==> src/rtl/param_serializer.sv <==
// param_serializer
//   Loads a DATA_WIDTH-bit parallel word and shifts it out one bit per
//   ser_en tick, LSB- or MSB-first (chosen per word at load time). With
//   the SER_PARITY_EN macro defined, a parity bit (even or odd, chosen per
//   word) follows the data bits; without it no parity state or logic exists.
//
// Parameters
//   DATA_WIDTH  data bits per word (2..32)
//   IDLE_LEVEL  line level driven on out_data when not shifting
//
// Ports
//   clk         rising-edge clock
//   rst         asynchronous active-high reset
//   p_data      parallel word to serialize
//   data_valid  p_data valid; load when data_valid && data_ready
//   msb_first   bit order for the loaded word (1 = MSB first)
//   par_typ     parity type for the loaded word (1 = odd)
//   ser_en      bit-rate tick
//   data_ready  block can accept a word (IDLE and not in reset)
//   out_data    registered serial output
//   ser_done    one-clk pulse after the final bit of a word was driven
//   busy        a word is held (SHIFT or PARITY)
module param_serializer #(
    parameter int unsigned DATA_WIDTH = 8,
    parameter logic        IDLE_LEVEL = 1'b1
) (
    input  logic                  clk,
    input  logic                  rst,
    input  logic [DATA_WIDTH-1:0] p_data,
    input  logic                  data_valid,
    input  logic                  msb_first,
    input  logic                  par_typ,
    input  logic                  ser_en,
    output logic                  data_ready,
    output logic                  out_data,
    output logic                  ser_done,
    output logic                  busy
);

    localparam int unsigned CNT_W = $clog2(DATA_WIDTH + 1);
    localparam logic [CNT_W-1:0] LAST_IDX = CNT_W'(DATA_WIDTH - 1);

`ifdef SER_PARITY_EN
    typedef enum logic [1:0] {S_IDLE = 2'd0, S_SHIFT = 2'd1, S_PARITY = 2'd2} state_t;
`else
    typedef enum logic [0:0] {S_IDLE = 1'b0, S_SHIFT = 1'b1} state_t;
`endif

    state_t                r_state, w_state_nxt;
    logic [DATA_WIDTH-1:0] r_data,  w_data_nxt;
    logic                  r_msb,   w_msb_nxt;
    logic [CNT_W-1:0]      r_cnt,   w_cnt_nxt;
    logic                  r_out,   w_out_nxt;
    logic                  r_done,  w_done_nxt;
`ifdef SER_PARITY_EN
    logic                  r_par,   w_par_nxt;
`else
    logic                  w_unused_par;
    assign w_unused_par = par_typ;
`endif

    logic                  w_load;
    logic [CNT_W-1:0]      w_idx;
    logic [DATA_WIDTH-1:0] w_sel;
    logic                  w_bit;

    assign data_ready = (r_state == S_IDLE) && !rst;
    assign busy       = (r_state != S_IDLE);
    assign out_data   = r_out;
    assign ser_done   = r_done;

    assign w_load = data_valid && data_ready;
    assign w_idx  = r_msb ? (LAST_IDX - r_cnt) : r_cnt;
    assign w_sel  = r_data >> w_idx;
    assign w_bit  = w_sel[0];

    always_comb begin
        w_state_nxt = r_state;
        w_data_nxt  = r_data;
        w_msb_nxt   = r_msb;
        w_cnt_nxt   = r_cnt;
        w_out_nxt   = r_out;
        w_done_nxt  = 1'b0;
`ifdef SER_PARITY_EN
        w_par_nxt   = r_par;
`endif
        case (r_state)
            S_IDLE: begin
                // A load takes priority over the idle tick so the final bit of
                // the previous word stays on the line until the new first bit.
                if (w_load) begin
                    w_data_nxt  = p_data;
                    w_msb_nxt   = msb_first;
`ifdef SER_PARITY_EN
                    w_par_nxt   = par_typ;
`endif
                    w_cnt_nxt   = '0;
                    w_state_nxt = S_SHIFT;
                end else if (ser_en) begin
                    w_out_nxt = IDLE_LEVEL;
                end
            end
            S_SHIFT: begin
                if (ser_en) begin
                    w_out_nxt = w_bit;
                    w_cnt_nxt = r_cnt + 1'b1;
                    if (r_cnt == LAST_IDX) begin
`ifdef SER_PARITY_EN
                        w_state_nxt = S_PARITY;
`else
                        w_state_nxt = S_IDLE;
                        w_done_nxt  = 1'b1;
`endif
                    end
                end
            end
`ifdef SER_PARITY_EN
            S_PARITY: begin
                if (ser_en) begin
                    w_out_nxt   = (^r_data) ^ r_par;
                    w_state_nxt = S_IDLE;
                    w_done_nxt  = 1'b1;
                end
            end
`endif
            default: w_state_nxt = S_IDLE;
        endcase
    end

    always_ff @(posedge clk or posedge rst) begin
        if (rst) begin
            r_state <= S_IDLE;
            r_data  <= '0;
            r_msb   <= 1'b0;
            r_cnt   <= '0;
            r_out   <= IDLE_LEVEL;
            r_done  <= 1'b0;
`ifdef SER_PARITY_EN
            r_par   <= 1'b0;
`endif
        end else begin
            r_state <= w_state_nxt;
            r_data  <= w_data_nxt;
            r_msb   <= w_msb_nxt;
            r_cnt   <= w_cnt_nxt;
            r_out   <= w_out_nxt;
            r_done  <= w_done_nxt;
`ifdef SER_PARITY_EN
            r_par   <= w_par_nxt;
`endif
        end
    end

endmodule

==> config.mk <==
export PLATFORM = sky130hd
export DESIGN_NAME = param_serializer
export DESIGN_NICKNAME = d
export VERILOG_FILES = /design/src/rtl/param_serializer.sv
export SDC_FILE = /design/constraint.sdc
export NUM_CORES = 1
export LEC_CHECK = 0
export CORE_MARGIN = 2
export CORE_UTILIZATION = 50
export DETAILED_ROUTE_END_ITERATION = 7
export MAX_ROUTING_LAYER = met4
export PLACE_DENSITY = 0.78
export SLEW_MARGIN = 20
export SYNTH_ARGS = -nofsm -noshare
export SYNTH_HDL_FRONTEND = slang
export SYNTH_SLANG_ARGS = --single-unit
==> constraint.sdc <==
create_clock -name clk -period 3.8 [get_ports clk]
set_input_delay 0.76 -clock clk [delete_from_list [all_inputs] [get_ports clk]]
set_output_delay 0.76 -clock clk [all_outputs]
set_load 0.02 [all_outputs]
==> implementation parameters <==
Parameter                              Value

CTS
  Buffer count from post-CTS setup fixing ... 0
  Clock tree from TritonCTS ... done
  Post-cts sizing count ... 0
  Number of buffers inserted by hold repair at cts ... 0
  Clock transition at path regs ... 0.10 ns
  Number of sinks handled by clock tree synthesis ... 16
  Worst skew pair latency ... 0.29 ns
  Number of H-tree branching levels ... 1
  Max Buffers Root-to-Sink ... 2
  TritonCTS Buffers ... 3
  Clock Tree Root ... clkbuf_4

Global routing
  Global-route wire length before repair ... 2704 microns
  Pin count of the biggest net entering global routing ... 18
  Total grt overflow ... 0
  Global Route Usage Sum ... 0.1923
  Number of antenna violations at the first check in global routing ... 0
  Vias in the first global route ... 695

Layout
  Most common cell after layout, fill and taps aside ... clkdlybuf4s50_1
  Highest-count cells in the layout ignoring fill and taps ... clkdlybuf4s50_1 (16), dfrtp_1 (15), mux2_2 (12), nand2_1 (7)
  Antenna cell count ... 0
  Final non-filler cell area ... 1051 sq um
  Area Growth Syn to Fin ... 21.21%
  Fraction of final layout cells with drive strength greater than 1 ... 0.1875
  Layout Nets ... 112

Run
  Max-cap viol count ... 0

Placement
  Post-placement cell area ... 1015 sq um
  Port bufs ... 16
  Placer Congestion ... 0.8002
  Detailed placement HPWL ... 1079 microns

Routing
  Via count normalized by instance count ... 5.850
  Post-DRT Antenna Nets ... 0
  DRC violations left ... 0
  Post-detailed-route wirelength per cell ... 13.31 microns
  DRC violation total after the first TritonRoute iteration ... 13
  Drt first pass iters ... 4
  Vias ... 661
  Total wirelength of the detailed-routed design ... 1504 microns

Die
  Chip height ... 45.65 microns
  Standard cell core area ... 1670 sq um
  Chip Width ... 45.65 microns
  FP Rows ... 15
  Starting Density ... 0.5191
  Area enclosed by the die boundary ... 2083 sq um
  Count of pins on the block boundary ... 18

Yosys
  Portion of the post-synthesis area used by sequential elements ... 0.4632
  Average instance area after synthesis ... 10.57 sq um
  Flip-flop and latch count after synthesis ... 16
  Count of mapped cells out of synthesis ... 82
  Yosys warns ... 0
  Unique cell type count in the Yosys netlist ... 32
  Cell Area, Synth ... 867.1 sq um
  Synthesized netlist net count ... 97

Pwr
  Switching part of the total power ... 0.3597
  Internal Pwr Total ... 501.5 uW
  Pwr/cell area ... 745.2 nW/um^2
  Net switching power figure ... 281.7 uW
  Worst vdd rail ir drop ... 0.4120 mV
  Clock network fraction of design power ... 0.148
  Reg power frac ... 0.455
  Standby leakage power ... 0.0004494 uW
  Part of the power in combinational logic ... 0.397

Timing
  Final worst-path cycle share ... 0.7010
  Setup Skew ... 0.001164 ns
  Setup TNS Final ... 0 ns
  Setup repair after global routing missed its margin ... false
  Least-Margin Pin Slew ... 0.6335 ns
  Fin Hold WS ... 0.5226 ns
  Setup violations, final ... 0
  Fin crit period ... 2.664 ns
  Final hold vios ... 0
  Highest clock rate ... 0.3754 GHz
  Final Max Tran Viols ... 0
  Relative slew slack ... 0.5772

Critical path
  Start point of the critical path ... rst
  Class of the most critical setup path ... in -> out
  Worst setup EP type ... output port
  Crit path required time ... 3.04 ns
  Start of the worst register-to-register path ... r_cnt[0]
  CP Launch Type ... primary input
  Arrival time worst endpoint ... 1.90 ns
  Maximum fanout along the worst path ... 3

Min path
  Worst hold path startpoint ... r_data[1]
  Class of the tightest hold or removal check ... reg -> reg

Outcome
  Outcome ... complete, no violations
layer usage:
metal  vias up  share of wire  global-route usage
li1        325              -                   -
met1       313           0.44              0.2112
met2        19           0.50              0.2986
met3         4          0.042             0.05159
met4         0          0.015              0.1353
met5         -              0                   -
power by group through the flow:
stage / combinational [uW] / sequential [uW] / clock (uW)
6_report: 311 / 356 / 116
2_1_floorplan: 284 / 315 / 0
3_5_place_dp: 311 / 360 / 0
3_3_place_gp: 300 / 353 / 0
5_1_grt: 345 / 378 / 125
4_1_cts: 315 / 356 / 117
kinds of logic (layout without fill, tap and decap cells):
family,Yosys count,after routing,synth area share
DFF,16,16,0.4632
muxes,13,13,0.1732
adders and majority gates,1,1,0.01443
buffers and inverters,8,22,0.04762
and+or+nand+nor,30,30,0.1818
xor gates and xnor gates,1,1,0.01010
AOI/OAI and AO/OA,13,13,0.1097
critical path, stage by stage:
cell and delay, ns:
clkdlybuf4s50_1 0.43, nor2_1 0.10, clkdlybuf4s50_1 0.61
cells in the mapped netlist, drive strengths merged:
master | count | area share
dfrtp | 15 | 0.43
mux2 | 13 | 0.17
nand2 | 7 | 0.030
nand3 | 6 | 0.035
nor2 | 6 | 0.026
buf | 4 | 0.030
nand3b | 4 | 0.035
clkbuf | 2 | 0.0087
inv | 2 | 0.0087
nor2b | 2 | 0.014
o21ai | 2 | 0.012
a211oi | 1 | 0.0087
a21o | 1 | 0.0087
a21oi | 1 | 0.0058
a221o | 1 | 0.012
a22o | 1 | 0.010
a22oi | 1 | 0.0087
a31oi | 1 | 0.0072
a32o | 1 | 0.012
and3b | 1 | 0.010
dfstp | 1 | 0.030
ha | 1 | 0.014
nor3 | 1 | 0.0058
nor3b | 1 | 0.0087
o211ai | 1 | 0.0087
o21bai | 1 | 0.0087
o31ai | 1 | 0.0087
or3 | 1 | 0.0072
or3b | 1 | 0.010
xor2 | 1 | 0.010
sequential cells by signal, summed over array words and instances (netlist names):
| signal | cells |
|---|---|
| r_cnt | 4 |
| ser_done | 1 |
| r_data | 8 |
| busy | 1 |
| out_data | 1 |
| r_msb | 1 |
layout make-up:
| class | count | area [sq um] |
|---|---|---|
| fill | 143 | 619.3 |
| multi-input combinational | 58 | 424.2 |
| sequential | 16 | 401.6 |
| timing repair buffer | 16 | 160.2 |
| clock buffer | 4 | 36.28 |
| tap | 17 | 21.27 |
| inverter | 2 | 7.507 |
path summary, 6_finish.rpt:
path                               to  slack [ns]  cells past startpoint
setup / recovery           data_ready        1.14                      3
hold / removal              r_data[1]        0.52                      1
setup reg to reg             out_data        1.98                      4
hold reg to reg             r_data[1]        0.52                      1
max in group asynchronous   r_data[6]        2.50                      2
min in group asynchronous    r_cnt[2]        0.90                      2
metrics by stage:
step / power [uW] / util / cells / setup slack, ns
6_report: 783.2 / 0.6292 / 113 / 1.136
5_1_grt: 848.2 / 0.6292 / 113 / 1.084
4_1_cts: 787.7 / 0.6292 / 113 / 1.130
3_5_place_dp: 671.0 / 0.6075 / 109 / 1.130
3_3_place_gp: 653.1 / 0.6075 / 109 / 1.157
2_1_floorplan: 599.0 / - / 82 / 1.995
(Power assumes the default switching activity.)
